==> config.mk <==
export PLATFORM = sky130hd
export DESIGN_NAME = mod_clk_cfg_sequencer
export DESIGN_NICKNAME = d
export VERILOG_FILES = /design/src/rtl/mod_clk_pkg.sv /design/src/rtl/mod_clk_cfg_sequencer_sel_sync_debounce.sv /design/src/rtl/mod_clk_cfg_sequencer.sv
export SDC_FILE = /design/constraint.sdc
export NUM_CORES = 1
export LEC_CHECK = 0
export CAP_MARGIN = 20
export CORE_MARGIN = 2
export CORE_UTILIZATION = 60
export DETAILED_ROUTE_END_ITERATION = 8
export DONT_BUFFER_PORTS = 1
export MAX_ROUTING_LAYER = met4
export PLACE_DENSITY_LB_ADDON = 0.15
export SLEW_MARGIN = 20
export SYNTH_ARGS = -nofsm -noshare
export SYNTH_HDL_FRONTEND = slang
export SYNTH_SLANG_ARGS = --single-unit
==> constraint.sdc <==
create_clock -name USER_CLOCK -period 3.4 [get_ports USER_CLOCK]
set_input_delay 0.51 -clock USER_CLOCK [delete_from_list [all_inputs] [get_ports USER_CLOCK]]
set_output_delay 0.51 -clock USER_CLOCK [all_outputs]
set_load 0.02 [all_outputs]
==> src/rtl/mod_clk_pkg.sv <==
// Shared types and constants for the modulation clock config sequencer.
// Select field widths, FSM states and the power-on configuration.
package mod_clk_pkg;

  localparam int FREQ_W       = 3;
  localparam int PHASE_W      = 5;
  localparam int DUTY_W       = 4;
  localparam int SEL_W        = FREQ_W + PHASE_W + DUTY_W;
  localparam int NUM_FREQ_DEF = 3;

  typedef enum logic [2:0] {
    ST_RUN,
    ST_GATE,
    ST_APPLY,
    ST_WAIT_LOCK,
    ST_SETTLE,
    ST_FAULT
  } state_e;

  typedef struct packed {
    logic [FREQ_W-1:0]  freq;
    logic [PHASE_W-1:0] phase;
    logic [DUTY_W-1:0]  duty;
  } sel_t;

  localparam sel_t SEL_RST = sel_t'(0);

  function automatic int max3(int a, int b, int c);
    int m;
    m = (a > b) ? a : b;
    return (m > c) ? m : c;
  endfunction

endpackage

==> src/rtl/mod_clk_cfg_sequencer_sel_sync_debounce.sv <==
// Multi-bit synchroniser plus stability counter for the select bus.
// pulse_o fires once when a code has been steady for DEBOUNCE cycles.
module sel_sync_debounce #(
  parameter int W        = 12,
  parameter int STAGES   = 2,
  parameter int DEBOUNCE = 1024
) (
  input  logic         clk_i,
  input  logic         rst_i,
  input  logic [W-1:0] raw_i,
  output logic [W-1:0] code_o,
  output logic         pulse_o
);

  localparam int CW = $clog2(DEBOUNCE);
  localparam logic [CW-1:0] CMAX = CW'(DEBOUNCE - 1);

  logic [W-1:0]  sync_q [STAGES];
  logic [W-1:0]  cand_q;
  logic [CW-1:0] cnt_q;
  logic [CW-1:0] cnt_d;
  logic          stab_q;
  logic          stable;
  logic [W-1:0]  synced;

  assign synced  = sync_q[STAGES-1];
  assign stable  = (cnt_q == CMAX);
  assign code_o  = cand_q;
  assign pulse_o = stable & ~stab_q;

  always_comb begin
    cnt_d = cnt_q;
    if (synced != cand_q)
      cnt_d = '0;
    else if (cnt_q != CMAX)
      cnt_d = cnt_q + CW'(1);
  end

  always_ff @(posedge clk_i) begin
    if (rst_i) begin
      for (int i = 0; i < STAGES; i++)
        sync_q[i] <= '0;
      cand_q <= '0;
      cnt_q  <= '0;
      stab_q <= 1'b0;
    end else begin
      sync_q[0] <= raw_i;
      for (int i = 1; i < STAGES; i++)
        sync_q[i] <= sync_q[i-1];
      cand_q <= synced;
      cnt_q  <= cnt_d;
      stab_q <= stable;
    end
  end

endmodule

==> src/rtl/mod_clk_cfg_sequencer.sv <==
// Glitch-free sequencing of freq/phase/duty select changes:
// gate clocks, drain, apply, wait for lock, settle, re-enable.
module mod_clk_cfg_sequencer
  import mod_clk_pkg::*;
#(
  parameter int SYNC_STAGES     = 2,
  parameter int DEBOUNCE_CYCLES = 1024,
  parameter int DRAIN_CYCLES    = 16,
  parameter int SETTLE_CYCLES   = 64,
  parameter int LOCK_TIMEOUT    = 65535,
  parameter int NUM_FREQ        = NUM_FREQ_DEF
) (
  input  logic               USER_CLOCK,
  input  logic               RESET,
  input  logic [FREQ_W-1:0]  FREQ_SEL_IN,
  input  logic [PHASE_W-1:0] PHASE_SEL_IN,
  input  logic [DUTY_W-1:0]  DUTY_SEL_IN,
  input  logic               LOCKED,
  output logic [FREQ_W-1:0]  FREQ_SEL_OUT,
  output logic [PHASE_W-1:0] PHASE_SEL_OUT,
  output logic [DUTY_W-1:0]  DUTY_SEL_OUT,
  output logic               CLK_EN,
  output logic               BUSY,
  output logic               CFG_ERR,
  output logic               LOCK_FAULT
);

  localparam int CMAXP = max3(DRAIN_CYCLES, SETTLE_CYCLES, LOCK_TIMEOUT);
  localparam int CW    = $clog2(CMAXP + 1);
  localparam logic [CW-1:0] DRAIN_END  = CW'(DRAIN_CYCLES - 1);
  localparam logic [CW-1:0] SETTLE_END = CW'(SETTLE_CYCLES - 1);
  localparam logic [CW-1:0] LOCK_END   = CW'(LOCK_TIMEOUT - 1);

  logic [SYNC_STAGES-1:0] lock_sync_q;
  logic                   lock_s;
  logic [SEL_W-1:0]       cand;
  sel_t                   cand_s;
  logic                   pulse;

  state_e        state_q;
  logic [CW-1:0] cnt_q;
  sel_t          out_q;
  sel_t          tgt_q;
  sel_t          pend_code_q;
  logic          pend_q;
  logic          en_q;
  logic          busy_q;
  logic          err_q;
  logic          fault_q;

  logic          req_v;
  sel_t          req_code;

  sel_sync_debounce #(
    .W        (SEL_W),
    .STAGES   (SYNC_STAGES),
    .DEBOUNCE (DEBOUNCE_CYCLES)
  ) u_sel (
    .clk_i   (USER_CLOCK),
    .rst_i   (RESET),
    .raw_i   ({FREQ_SEL_IN, PHASE_SEL_IN, DUTY_SEL_IN}),
    .code_o  (cand),
    .pulse_o (pulse)
  );

  always_ff @(posedge USER_CLOCK) begin
    if (RESET)
      lock_sync_q <= '0;
    else
      lock_sync_q <= {lock_sync_q[SYNC_STAGES-2:0], LOCKED};
  end

  assign lock_s   = lock_sync_q[SYNC_STAGES-1];
  assign cand_s   = sel_t'(cand);
  assign req_v    = pulse | pend_q;
  assign req_code = pulse ? cand_s : pend_code_q;

  always_ff @(posedge USER_CLOCK) begin
    if (RESET) begin
      state_q     <= ST_WAIT_LOCK;
      cnt_q       <= '0;
      out_q       <= SEL_RST;
      tgt_q       <= SEL_RST;
      pend_code_q <= SEL_RST;
      pend_q      <= 1'b0;
      en_q        <= 1'b0;
      busy_q      <= 1'b1;
      err_q       <= 1'b0;
      fault_q     <= 1'b0;
    end else begin
      // newest stable code always overwrites the single pending slot
      if (pulse) begin
        pend_q      <= 1'b1;
        pend_code_q <= cand_s;
      end
      unique case (state_q)
        ST_RUN: begin
          if (!lock_s) begin
            state_q <= ST_WAIT_LOCK;
            cnt_q   <= '0;
            en_q    <= 1'b0;
            busy_q  <= 1'b1;
          end else if (req_v) begin
            pend_q <= 1'b0;
            if (req_code != out_q) begin
              if (int'(req_code.freq) >= NUM_FREQ) begin
                err_q <= 1'b1;
              end else begin
                tgt_q   <= req_code;
                state_q <= ST_GATE;
                cnt_q   <= '0;
                en_q    <= 1'b0;
                busy_q  <= 1'b1;
              end
            end
          end
        end
        ST_GATE: begin
          if (cnt_q == DRAIN_END) begin
            state_q <= ST_APPLY;
            out_q   <= tgt_q;
            cnt_q   <= '0;
          end else begin
            cnt_q <= cnt_q + CW'(1);
          end
        end
        ST_APPLY: begin
          state_q <= ST_WAIT_LOCK;
          cnt_q   <= '0;
        end
        ST_WAIT_LOCK: begin
          if (lock_s) begin
            state_q <= ST_SETTLE;
            cnt_q   <= '0;
          end else if (cnt_q == LOCK_END) begin
            state_q <= ST_FAULT;
            fault_q <= 1'b1;
          end else begin
            cnt_q <= cnt_q + CW'(1);
          end
        end
        ST_SETTLE: begin
          if (!lock_s) begin
            state_q <= ST_WAIT_LOCK;
            cnt_q   <= '0;
          end else if (cnt_q == SETTLE_END) begin
            state_q <= ST_RUN;
            en_q    <= 1'b1;
            busy_q  <= 1'b0;
          end else begin
            cnt_q <= cnt_q + CW'(1);
          end
        end
        ST_FAULT: begin
          en_q   <= 1'b0;
          busy_q <= 1'b1;
        end
        default: begin
          state_q <= ST_FAULT;
          en_q    <= 1'b0;
          busy_q  <= 1'b1;
        end
      endcase
    end
  end

  assign FREQ_SEL_OUT  = out_q.freq;
  assign PHASE_SEL_OUT = out_q.phase;
  assign DUTY_SEL_OUT  = out_q.duty;
  assign CLK_EN        = en_q;
  assign BUSY          = busy_q;
  assign CFG_ERR       = err_q;
  assign LOCK_FAULT    = fault_q;

endmodule

======== Word-level counts from Yosys, hierarchy flattened ========
Memories as Yosys holds them, arrays and structs flattened.
Index checks and enable logic that the tools add are counted.
word-level totals
  bits in writable memories ............... 24
  latch bits .............................. 0
  input port bits ......................... 15
  bits in registers ....................... 85
  output and inout bits ................... 16
  memories ................................ 1
  word-level logic and storage cells ...... 110
  ROM bits ................................ 0
cells by class
  equal/unequal tests ..................... 22
  multipliers ............................. 0
  $add $sub $neg .......................... 2
  bitwise logic cells ..................... 9
  shift operators ......................... 0
  reduce and logical (&&, ||, !) cells .... 11
  order comparisons ....................... 1
  divide/modulo/power cells ............... 0
  mux-type cells .......................... 44
memories
  memory        depth  width  rd ports  clocked after Yosys merged registers in  write ports  RTL line                                       RTL
  u_sel.sync_q  2      12     2         0                                        2            mod_clk_cfg_sequencer_sel_sync_debounce.sv:18  logic [W-1:0] sync_q [STAGES];
operator list
  operator                                                                count
  16-bit two-way mux                                                      9
  16-bit case mux with 5 select lines                                     1
  12-bit two-way mux                                                      3
  3-bit two-way mux                                                       9
  12-bit inequality test                                                  2
  3-bit inequality test, second input constant                            7
  1-bit two-way mux                                                       19
  3-bit case mux with 6 select lines                                      1
  16-bit by 1-bit adder with 16-bit output, second input constant         1
  16-bit equality test, second input constant                             1
  16-bit by 4-bit equality test with 1-bit output, second input constant  1
  16-bit by 6-bit equality test with 1-bit output, second input constant  1
  6-bit AND reduction                                                     2
  10-bit by 1-bit adder with 10-bit output, second input constant         1
  10-bit equality test, second input constant                             1
  10-bit inequality test, second input constant                           1
  5-bit AND reduction                                                     2
  7-bit AND reduction                                                     1
  3-bit by 2-bit equality test with 1-bit output, second input constant   2
  3-bit equality test, second input constant                              2
  2-bit inequality test, second input constant                            3
  1-bit case mux with 3 select lines                                      2
  1-bit inverter                                                          5
  5-bit nonzero test                                                      1
  9 further kinds                                                         11

======== Depth between registers and ports, before layout ========
Gate-level depths: netlist of the first run.
  depth after elaboration ................. 9
  depth in mapped cells ................... 12

======== Cells and area by module ========
Synthesis of the first run repeated with hierarchy kept, for this count alone.
second synthesis, totals
  cells, all modules ...................... 480
  area total of the unflattened synthesis .. 4563.1 sq um
by module, submodules not included
  module                 cells an instance  times used  area each (sq um)
  mod_clk_cfg_sequencer  334                1           2992.9
  sel_sync_debounce      146                1           1570.3

======== Least setup slack after synthesis of the first run ========
No wires, ideal clock.
  path type ............................... reg-to-reg
  start point ............................. reg u_sel.cnt_q[0]
  end point ............................... reg tgt_q[0] (netlist name)
  buffers on the path ..................... 2
  stages on the path, launching flop included .. 11
  slack ................................... 0.846 ns
  data arrival time ....................... 2.438 ns
  library setup time ...................... 0.116 ns
  cells stage by stage .................... dfxtp_1 > ha_1 > buf_2 > nand4b_1 > o31ai_1 > a21oi_1 > a2111oi_1 > a41oi_2 > clkbuf_1 > and3_1 > a31o_2
on the way
  cells in the longest elaborated chain, start to end .. 6
  elaborated cells between the ends (all ways) .. 8
  those cells by class .................... 1 x order compare; 2 x eq/ne; 1 x mux; 3 x bitwise; 1 x reduce/logical
RTL lines
  what                                            RTL line                                       RTL
  start, declared                                 mod_clk_cfg_sequencer_sel_sync_debounce.sv:20  logic [CW-1:0] cnt_q;
  start signal, assigned                          mod_clk_cfg_sequencer_sel_sync_debounce.sv:51  cnt_q <= cnt_d;
  10-bit equality test (*)                        mod_clk_cfg_sequencer_sel_sync_debounce.sv:27  assign stable = (cnt_q == CMAX);
  1-bit AND (*)                                   mod_clk_cfg_sequencer_sel_sync_debounce.sv:29  assign pulse_o = stable & ~stab_q;
  12-bit two-way mux                              n/a
  3-bit by 2-bit >= comparator with 1-bit output  mod_clk_cfg_sequencer.sv:106                   if (int'(req_code.freq) >= NUM_FREQ) begin
  1-bit inverter (no line)                        n/a
  5-bit AND reduction (no line)                   n/a
  end signal, assigned                            mod_clk_cfg_sequencer.sv:109                   tgt_q <= req_code;
  end, declared                                   mod_clk_cfg_sequencer.sv:43                    sel_t tgt_q;
Mark *: on every way between the ends. The rest lies on a longest branch, timed or not.
A chain may end at the register's enable or synchronous reset.

======== Final worst setup path of the first run ========
  start point ............................. reg u_sel.cnt_q[0]
  end point ............................... reg tgt_q[5] (netlist name)
The elaborated chain is that of the path after synthesis.

==> flow_summary.toml, run 1 <==
[sta]
worstMarginPinSlew_ps = 743
skew_ps = 20.3
maxSlewHeadroom = 0.504
fin_crit_ps = 3140
report.final.slew_viol_count = 0
setup_tns_ps = 0
period_share = 0.923
setup_viol = 0
rsz0062_at_grt = "false"
timing.fmax_mhz = 319
hold_viol = 0

[power]
power.density_mw_per_mm2 = 445
leakage_nw = 1.86
peakVddDrop_mv = 0.261

[floorplan]
coreArea_mm2 = 0.00773
num_rows = 32
ioPinCount = 31
fp.dieH_um = 93.3
die_area_mm2 = 0.00870
die_w_um = 93.3
initial_core_util = 0.619

[global_routing]
grt_max_degree = 74
grt_pass1_vias = 3467
grt.total_usage = 0.258
grt_pass1_wl_mm = 17.1
antenna_found_initial = 0
grt_overflow = 0

[synth]
yosysUniqueCellTypes = 62
yosysMostFrequentCell = "dfxtp_1"
async_reset_ff_frac = 0
synth-adder-area-share = 0.00785
yosys.area_share.simple = 0.250
yosys-top-cells-count = "109 x dfxtp_1, 47 x nor2b_1, 46 x nor2_1"
syn_nets = 544
synth_edf_count = 0
netlist.area_leader.share = 0.456
synth_xor_area_frac = 0.0293
synth_top_family_by_area = "simple AND/OR/NAND/NOR gates"
synth_compound_area_frac = 0.172
avgSynthCellArea_um2 = 9.09
synth.area.top_cells = "dfxtp_1 46%, nor2b_1 6.1%, nor2_1 3.6%, mux2i_1 3.6%, nand2_1 2.6%"
ys_ff_latch = 109
post-synth-top-area-cell = "dfxtp_1"
syn_area_mm2 = 0.00478
yosys_warnings = 0
yosysSeqAreaShare = 0.456
synthMuxAreaShare = 0.0379
synthCells = 526
synth_flop_cell = "dfxtp_1"

[flow_run]
maxCapViolations = 0

[detailed_routing]
postRouteWirelength_mm = 10.2
highest_layer = "met4"
m1WireLength_mm = 4.67
drc = 0
avgRoutedWirePerCell_um = 16.4
viasPerCell = 6.12
drtIter0Drc = 229
wl_met2_mm = 4.56
met3_wirelength_um = 667
dr.pass1.iters = 5
antenna_left = 0
vias = 3809

[place]
hpwl_mm = 7.10
gp_congestion = 0.963
io_buffers = 0

[status]
status = "complete, no violations"

[clock_tree]
cts-root-buf = "clkbuf_8"
clock_sinks = 109
postCtsHoldBufs = 0
cts_inserted_buffers = 9
clk_latency_ps = 400
clk_pin_slew_worst_paths_ps = 130
htreeDepth = 3
clock_path_buffers = 2
cts_tree = "built"

[layout]
antennaDiodeCount = 0
post-route-util = 0.655
drive_above_1_share = 0.104
area_delta_synth_final_pct = 5.83
fillers = 652
nets = 533

[setup_path]
required_ps = 3690
cpMostUsedCell = "nand2_1"
crit_slowest_cell = "a2111oi_1"
start_kind = "flip-flop"
arrival_ps = 3420
path_class = "flip-flop to flip-flop"
crit_chain = "ha_1 -> nand4b_1 -> o32ai_1 -> nand2_1 -> a2111oi_1 -> a41oi_2 -> buf_4 -> nand2_1 -> mux2_2"
critPathMaxStageDelay_ps = 580
crit_path_max_fanout = 13
cp-end-kind = "flip-flop"

[hold_path]
worstHoldPathType = "input port to flip-flop"
## report_power, final
group,leakage [nW],internal (mW),switching (mW)
Clock,0.110,0.311,0.525
Sequential,0.885,1.30,0.0238
Combinational,0.862,0.0372,0.0516
## state kept, by name, summed over array words and instances (netlist names)
| register | cells |
|---|---|
| BUSY | 1 |
| CFG_ERR | 1 |
| CLK_EN | 1 |
| DUTY_SEL_OUT | 4 |
| FREQ_SEL_OUT | 3 |
| LOCK_FAULT | 1 |
| PHASE_SEL_OUT | 5 |
| cnt_q | 16 |
| lock_sync_q | 2 |
| pend_code_q | 12 |
| pend_q | 1 |
| state_q | 3 |
| tgt_q | 12 |
| u_sel.cnt_q | 10 |
| u_sel.code_o | 12 |
| u_sel.stab_q | 1 |
| u_sel.sync_q | 24 |
## per-stage QoR
step | cell area, um2 | setup WS, ps | cells | total power, mW | hold WS, ps
finish | 5060 | 263 | 622 | 2.25 | 169
global route | 5060 | 20.1 | 622 | 2.34 | 148
CTS | 5050 | 178 | 622 | 2.27 | 155
detailed placement | 4830 | 204 | 606 | 1.44 | 420
global placement | 4830 | 339 | 606 | 1.44 | 421
floorplan | 4780 | 846 | 526 | 1.44 | 414
## final timing paths
path	from	to	slack [ps]	cells after the start
hold reg to reg	u_sel.sync_q[0][5]	u_sel.sync_q[0][17]	450	1
setup reg to reg	u_sel.cnt_q[0]	tgt_q[5]	260	9
setup / recovery	u_sel.cnt_q[0]	tgt_q[5]	260	9
hold / removal	RESET	PHASE_SEL_OUT[2]	170	1
## final cells by class
type	count	area (um2)	area share
Multi-Input combinational cell	366	2380	0.470
Timing Repair Buffer	11	82.6	0.0163
Inverter	18	67.6	0.0133
Sequential cell	109	2180	0.431
Clock inverter	7	96.3	0.0190
Tap cell	102	128	0.0252
Clock buffer	9	124	0.0245
## kinds of logic (layout without fill, tap and decap cells)
group           count (synthesis)  in the layout
simple gates                  221            221
compound gates                108            108
buf+inv                        51             45
mux                            18             18
fa+ha+maj                       3              3
xor+xnor                       16             16
flops                         109            109
## per-layer routing
metal | vias to the layer above | track usage
met1 | 1773 | 0.342
met2 | 142 | 0.384
met3 | 26 | 0.0516
met5 | - | -
met4 | 0 | 0.112
li1 | 1868 | -
## worst max-delay path: cells and delay by family (launching register included)
kind | cells | cell delay (ps)
AOI/OAI and AO/OA | 3 | 1200
DFF | 1 | 380
adders and majority gates | 1 | 290
buffers and inverters | 1 | 220
and+or+nand+nor | 3 | 610
muxes | 1 | 330
## cell usage in the layout (no fill, tap or decap), types with 16 or more instances in the layout
cell type  count
nand3_1       19
inv_1         18
a21oi_1       24
nor2b_1       47
dfxtp_1      109
nand4_1       16
and3_1        16
nand2_1       33
mux2i_1       17
nor2_1        46
## timing repair
action / in CTS / in global routing
hold endpoints to repair: 0 / 0
resized for setup: 0 / 2
setup endpoints to repair: 0 / 29
setup buffers: 0 / 0
Power figures use the tool's default switching activity.
==> inputs of run 2 (changes only) <==
==> constraint.sdc (replaced) <==
create_clock -name USER_CLOCK -period 3.4 [get_ports USER_CLOCK]
set_input_delay 0.51 -clock USER_CLOCK [delete_from_list [all_inputs] [get_ports USER_CLOCK]]
set_output_delay 0.51 -clock USER_CLOCK [all_outputs]
set_load 0.1 [all_outputs]
==> run 2 against run 1 <==
Effect of this change:
- sequential share of layout area is 0.59 points lower
- worst hold slack improved by 30 ps
- via count increased by 0.55%
- worst setup slack better by 82 ps
- first-iteration DRC count increased by 2.2%
- power down 1.8%
- fmax rose by 2.7%
- clock skew down 12 ps
- critical path depth unchanged
- final area up 1.4%
- sequential power is essentially flat
- routed wire length increased by 1.2%
==> flow_summary.toml, run 2 (synthesis results as in run 1) <==
[global_routing]
antenna_found_initial = 0
grt.total_usage = 0.256
grt_pass1_wl_mm = 17.2
grt_overflow = 0
grt_max_degree = 74
grt_pass1_vias = 3536

[sta]
fin_crit_ps = 3050
rsz0062_at_grt = "false"
setup_tns_ps = 0
worstMarginPinSlew_ps = 1010
setup_viol = 0
setup_ws_ps = 346
maxSlewHeadroom = 0.329
timing.fmax_mhz = 327
report.final.slew_viol_count = 0
period_share = 0.898
skew_ps = 7.77
hold_viol = 0

[detailed_routing]
vias = 3830
antenna_left = 0
drtIter0Drc = 234
dr.pass1.iters = 5
viasPerCell = 6.05
postRouteWirelength_mm = 10.3
drc = 0
avgRoutedWirePerCell_um = 16.3

[floorplan]
num_rows = 32
fp.dieH_um = 93.3
die_w_um = 93.3
coreArea_mm2 = 0.00773
ioPinCount = 31
initial_core_util = 0.619
die_area_mm2 = 0.00870

[setup_path]
cp-end-kind = "flip-flop"
arrival_ps = 3320
critPathLaunch = "u_sel.cnt_q[0]"
reg2reg_from = "u_sel.cnt_q[0]"
crit_path_max_fanout = 13
required_ps = 3670
path_class = "flip-flop to flip-flop"
start_kind = "flip-flop"

[layout]
drive_above_1_share = 0.121
antennaDiodeCount = 0
area_delta_synth_final_pct = 7.30
layout.cells.most_common = "dfxtp_1"
nets = 544
mostFrequentLayoutCells = "109 x dfxtp_1, 47 x nor2b_1, 46 x nor2_1"
largest-register = "u_sel.sync_q"
largest_reg_flops = 24
postLayoutCellArea_mm2 = 0.00513
top_regs = "u_sel.sync_q (24), cnt_q (16)"

[clock_tree]
clk_pin_slew_worst_paths_ps = 120
htreeDepth = 3
cts_tree = "built"
cts_inserted_buffers = 9
cts-root-buf = "clkbuf_8"
clk_latency_ps = 380
clock_path_buffers = 2
clock_sinks = 109

[place]
dpl_cell_area_mm2 = 0.00492
gp_congestion = 0.927
io_buffers = 0
post-place-ws_ps = 290
hpwl_mm = 7.33

[power]
power.density_mw_per_mm2 = 431
peakVddDrop_mv = 0.291
leakage_nw = 1.91

[flow_run]
maxCapViolations = 0

[hold_path]
hp-start = "RESET"
worstHoldPathType = "input port to flip-flop"

[status]
status = "complete, no violations"
==> run 2: worst paths after layout <==
path	slack [ps]	cells past startpoint	to
setup reg to reg	350	9	tgt_q[5]
hold reg to reg	450	1	u_sel.sync_q[0][23]
setup / recovery	350	9	tgt_q[5]
hold / removal	200	1	PHASE_SEL_OUT[4]
==> run 2: routing by layer <==
metal / GRT usage / wire length (um) / vias up
met3: 0.0548 / 706 / 12
met1: 0.333 / 4580 / 1788
li1: - / - / 1892
met5: - / 0 / -
met4: 0.0613 / 125 / 0
met2: 0.409 / 4900 / 138
==> run 2: through the flow <==
stage,std cells,util,hold WS [ps],power (mW)
after global routing,633,0.664,186,2.30
after detailed placement,617,0.636,424,1.44
after CTS,633,0.664,175,2.23
after global placement,617,0.636,418,1.44
after floorplan,526,-,414,1.44
final,633,0.664,199,2.21
==> run 2: power breakdown <==
part / switching (mW) / internal [mW] / leakage [nW]
combinational: 0.0513 / 0.0375 / 0.919
clock: 0.496 / 0.300 / 0.102
sequential: 0.0235 / 1.30 / 0.885
total: 0.571 / 1.64 / 1.91
==> run 2: critical path, cell delays in order, from the launching register on <==
cell and delay (ps):
dfxtp_1 390, ha_1 300, nand4b_1 370, nor3_1 370
a2111oi_0 170, nor4b_1 490, a41oi_2 190, buf_4 220
nand2_1 100, mux2_2 340
==> run 2: layout make-up <==
class	count	area, um2
Clock inverter	7	90.1
Clock buffer	9	124
Timing Repair Buffer	22	165
Fill cell	643	2600
Multi-Input combinational cell	366	2370
Inverter	18	67.6
Tap cell	102	128
Sequential cell	109	2180
==> run 2: repair_timing <==
item,4_1_cts,5_1_grt
hold buffers,0,0
endpoints found under the hold margin,0,0
setup endpoints to repair,0,16
gates resized for setup,0,1
setup buffers,0,0
